--- src/rtl/regfile.sv ---
// regfile: 2**AW x DW register file, two combinational read ports, one write port with same-cycle bypass
module regfile #(
  parameter int DW = 32,
  parameter int AW = 5,
  parameter bit ZERO0 = 1'b1
) (
  input  logic          clk,
  input  logic          rst,
  input  logic          we,
  input  logic [AW-1:0] waddr,
  input  logic [DW-1:0] wdata,
  input  logic          re0,
  input  logic [AW-1:0] raddr0,
  output logic [DW-1:0] rdata0,
  input  logic          re1,
  input  logic [AW-1:0] raddr1,
  output logic [DW-1:0] rdata1
);
  logic [DW-1:0] mem [2**AW];
  always_ff @(posedge clk or posedge rst)
    if (rst) for (int i = 0; i < 2**AW; i++) mem[i] <= '0;
    else if (we && !(ZERO0 && waddr == '0)) mem[waddr] <= wdata;
  always_comb begin
    rdata0 = (rst || !re0 || (ZERO0 && raddr0 == '0)) ? '0 : (we && raddr0 == waddr) ? wdata : mem[raddr0];
    rdata1 = (rst || !re1 || (ZERO0 && raddr1 == '0)) ? '0 : (we && raddr1 == waddr) ? wdata : mem[raddr1];
  end
endmodule

--- config.mk ---
export PLATFORM = sky130hd
export DESIGN_NAME = regfile
export DESIGN_NICKNAME = d
export VERILOG_FILES = /design/src/rtl/regfile.sv
export SDC_FILE = /design/constraint.sdc
export NUM_CORES = 2
export LEC_CHECK = 0
export ABC_AREA = 1
export CORE_MARGIN = 2
export CORE_UTILIZATION = 41
export CTS_CLUSTER_DIAMETER = 50
export DETAILED_ROUTE_END_ITERATION = 8
export GPL_TIMING_DRIVEN = 0
export REMOVE_ABC_BUFFERS = 1
export SLEW_MARGIN = 20
export SYNTH_ARGS = -nofsm -noshare
export SYNTH_HDL_FRONTEND = slang
export SYNTH_SLANG_ARGS = --single-unit
--- constraint.sdc ---
create_clock -name clk -period 64.5 [get_ports clk]
set_input_delay 16.125 -clock clk [delete_from_list [all_inputs] [get_ports clk]]
set_output_delay 16.125 -clock clk [all_outputs]
set_load 0.005 [all_outputs]
# After elaboration in Yosys (flattened, before gate mapping)
# Cells that the tools add are included.
# classes
order_cmp,4
n_eq_ne,2
mux,13
n_reduce_logical,14
bitwise_logic,3
# ops
op,n
bitwise mux 1024 bit,1
binary-select mux 32 bit (select 5 bit),2
2-to-1 mux 32 bit,9
demux 32 bit (select 5 bit),1
">= comparator 6 bit, second input constant",3
NOT 5 -> 6 bit,3
zero test 5 bit,3
equality test 5 bit,2
"< comparator 6 x 1 -> 1 bit, second input constant",1
logical AND 1 bit,4
logical OR 1 bit,4
zero test 1 bit,3
# totals
reg_bits,1024
out_inout_bits,64
in_bits,52

# Longest topological paths before layout
# logic_depth
word_depth,6
depth_mapped,12
ltp_nobuf,9

# Worst setup path before layout
# OpenSTA, ideal clock, no wires.
# synth_path
kind,input -> output
startpoint,in rst
endpoint,out rdata0[0]
path_slack_ns,9.810
path_stages,6
arrival_ns,38.565
required_ns,48.375
cell_sequence,inv_1 -> nand3_1 -> inv_1 -> clkbuf_1 -> o21ai_0 -> a21oi_1
# synth_via
elab_chain_cells,3
# synth_lines
element,line_no,source
from (decl),8,"input logic rst,"
logical OR 1 bit (2 in a row),24,rdata0 = (rst || !re0 || (ZERO0 && raddr0 == '0)) ? '0 : (we && raddr0 == waddr) ? wdata : mem[raddr0];
2-to-1 mux 32 bit,24,
to (decl),14,"output logic [DW-1:0] rdata0,"
# Every way passes these cells.

# Worst setup path in the final report
# layout_path
startpoint,in raddr1[1]
endpoint,out rdata1[15]
# layout_via
elab_chain_cells,6
elab_cells_between_ends,10
cone_classes,eq/ne: 1; mux: 5; bitwise: 1; reduce/logical: 3
# layout_lines
element,line_no,source
from (decl),16,"input logic [AW-1:0] raddr1,"
NOT 5 -> 6 bit (not written as such),25,rdata1 = (rst || !re1 || (ZERO0 && raddr1 == '0)) ? '0 : (we && raddr1 == waddr) ? wdata : mem[raddr1];
binary-select mux 32 bit (select 5 bit),25,
2-to-1 mux 32 bit (not written as such) (2 in a row),25,
2-to-1 mux 32 bit,25,
2-to-1 mux 32 bit (*),25,
to (decl),17,output logic [DW-1:0] rdata1
# Mark *: on every way between the ends. The rest lies on a longest branch, timed or not. The select of a mux whose other input is x is not followed.

==> reports/metrics.csv <==
metric,value,unit
status,"complete, no violations",
grt_max_degree,115,
crit_path_end,rdata1[15],
cellPowerDensity,30.1,nW/um2
synth_ff_type,dfrtp_1,
totalNegativeSetupSlack,0,ns
grt_pass1_vias,55302,
cp-startpoint,raddr1[1],
antennaDiodeCount,0,
clock-root-buffer,clkbuf_16,
rr_startpoint,mem[722]$_DFFE_PP0P_,
timing.rr.end,mem[722]$_DFFE_PP0P_,
pwr-share-seq,40.6,%
worst_slack,27.68,ns
synthMuxAreaShare,0,%
drive_gt1_share,4.78,%
largest_reg_flops,1024,
via_count,59558,
place_area,63500,um2
nets,8805,
area_growth,14.8,%
io_buffers,115,
grt_overflow,0,
hpwl,125000,um
finalHoldViolCount,0,
pre_cts_slack,27.80,ns
initial_core_util,41.4,%
wirelength,231000,um
clkSlewWorstSetupHoldPaths,0.05,ns
synth_compound_area_share,11.6,%
drt_iter0_drc,7405,
crit_fanout,67,
post_drt_via_cell_ratio,5.53,
ant_nets,0,
start_kind,primary input,
post_drt_wl_per_cell,21.4,um
netlist_area,59600,um2
io_pins,116,
regMostFlops,mem,
grt_antenna_before_repair,6,
yosysTopAreaCellShare,43.0,%
relSlewSlack,25.2,%
post-route-period-util,57.1,%
fmax,27.2,MHz
yosysSeqAreaShare,43.0,%
final_common_cell,nand2_1,
power.leakage,0.0331,uW
dr.pass1.iters,9,
critPathCaptureType,primary output,
worst_r2r_path_depth,2,
min_period,36.82,ns
synthXorXnorAreaFrac,0,%
syn_inst,9098,
synth_top_family_by_area,simple AND/OR/NAND/NOR gates,
criticalPathCategory,primary input to primary output,
synth-async-reset-ratio,100,%
htree_levels,4,
clk_path_buf_depth,3,
rows,139,
combPwrFrac,19.4,%
grt_pass1_wl,349000,um
power.switching,641,uW
post_cts_buffers,0,
fin_util,47.5,%
power_frac_clock,40.0,%
ys_ff_latch,1024,
cts.sinks,1024,
drc_errors,0,
die_h,385,um
globalplace.congestion,0.779,
yosysTopAreaCell,dfrtp_1,
ctsResizeCount,0,
synth_area_leaders,"dfrtp_1 (43%), nand2_1 (22%), nand3_1 (9.4%), o21ai_0 (9.1%), inv_1 (5.0%)",
fp.coreArea,144000,um2
fillers,14336,
cts_buffers,140,
largest_registers,mem x1024,
rsz0062_at_grt,false,
yosys_warnings,0,
synth_area_per_cell,6.55,um2
worst_ep_arrival_time,20.69,ns
clock-skew-final,0,ns
die_width,385,um
worst_pin_slew,1.12,ns
cts_tree,built,
final_cell_mix,"nand2_1 (3,561), nand3_1 (1,117), o21ai_0 (1,082)",
dieArea,148000,um2
switching_share,31.1,%
worstPathRequired,48.38,ns
ys_types,22,
slew_viol_final,0,
reg2reg_setup_slack,63.73,ns
drv_cap,0,
cts_hold_buf,0,
clock_insertion_delay_worst_skew,0.76,ns
yosys.area_share.simple,35.5,%
final_area,68400,um2
grtUsageTotal,31.0,%
synth_edf_count,0,
p_int,1420,uW
ir_worst_vdd,0.0278,mV
setup_viol,0,
hold_class,flop to flop,
yosys.area_share.adder,0,%
power by group through the flow:
stage | sequential, uW | clock [uW] | combinational (uW)
2_1_floorplan | 833 | 0 | 274
3_3_place_gp | 847 | 0 | 430
3_5_place_dp | 846 | 0 | 395
4_1_cts | 836 | 835 | 397
5_1_grt | 854 | 861 | 461
6_report | 838 | 825 | 399
cells by family (layout without fill, tap and decap cells):
group	count (synthesis)	after routing
buffers and inverters	1521	1285
and+or+nand+nor	5207	5207
DFF	1024	1024
AOI/OAI and AO/OA	1346	1346
final cells by class:
class | instances | area [um2] | area share (%)
repair buffers | 229 | 4100 | 5.99
well taps | 1903 | 2380 | 3.48
clock inverters | 65 | 877 | 1.28
multi-input cells | 6553 | 28300 | 41.3
clock buffers | 186 | 4060 | 5.93
inverters | 805 | 3090 | 4.52
flip-flops and latches | 1024 | 25600 | 37.5
synthesized netlist by cell type (3+ instances only):
library cell  instances
o21ai_1              66
o21ai_0            1082
o211ai_1             62
nand3_1            1119
nor3_4                3
dfrtp_1            1024
buf_4                 6
buf_2               152
nor2_1              482
clkbuf_1            495
nor2_4                4
inv_1               793
buf_1                63
clkinv_1              3
nand2_2              27
a21oi_1             130
nand2_1            3561
o22ai_1               6
nor3_2                8
inv_2                 9
worst max-delay path, cell delays in order:
cell and delay, ns:
buf_8 0.08, buf_16 0.37, buf_16 0.47, clkinv_4 0.63, buf_16 0.47, o22ai_1 0.18
nor2_1 0.10, nand3_4 0.41, buf_16 0.31, o21ai_0 0.11, a21oi_1 0.62, clkdlybuf4s50_1 0.64
worst min path at each step:
stage	slack [ns]	depth (start not counted)	from	end
2_1_floorplan	0.37	0	mem[1000]$_DFFE_PP0P_	mem[1000]$_DFFE_PP0P_
3_3_place_gp	0.39	0	mem[994]$_DFFE_PP0P_	mem[994]$_DFFE_PP0P_
3_5_place_dp	0.39	0	mem[1020]$_DFFE_PP0P_	mem[1020]$_DFFE_PP0P_
4_1_cts	0.40	0	mem[1020]$_DFFE_PP0P_	mem[1020]$_DFFE_PP0P_
5_1_grt	0.41	0	mem[1020]$_DFFE_PP0P_	mem[1020]$_DFFE_PP0P_
6_report	0.40	0	mem[992]$_DFFE_PP0P_	mem[992]$_DFFE_PP0P_
per-layer routing:
layer / part of all wire (%) / global-route usage (%) / vias to the layer above
li1: - / - / 27953
met1: 42 / 43.4 / 28073
met2: 44 / 48.0 / 2952
met3: 10 / 5.33 / 570
met4: 3.8 / 11.6 / 10
met5: 0.024 / 0 / -
metrics by stage:
stage | instances | hold slack [ns] | power [uW]
floorplan | 8382 | 0.374 | 1110
global placement | 10400 | 0.386 | 1280
detailed placement | 10514 | 0.389 | 1240
CTS | 10765 | 0.401 | 2070
global route | 10765 | 0.414 | 2180
finish | 10765 | 0.397 | 2060
Power figures use the tool's default switching activity.
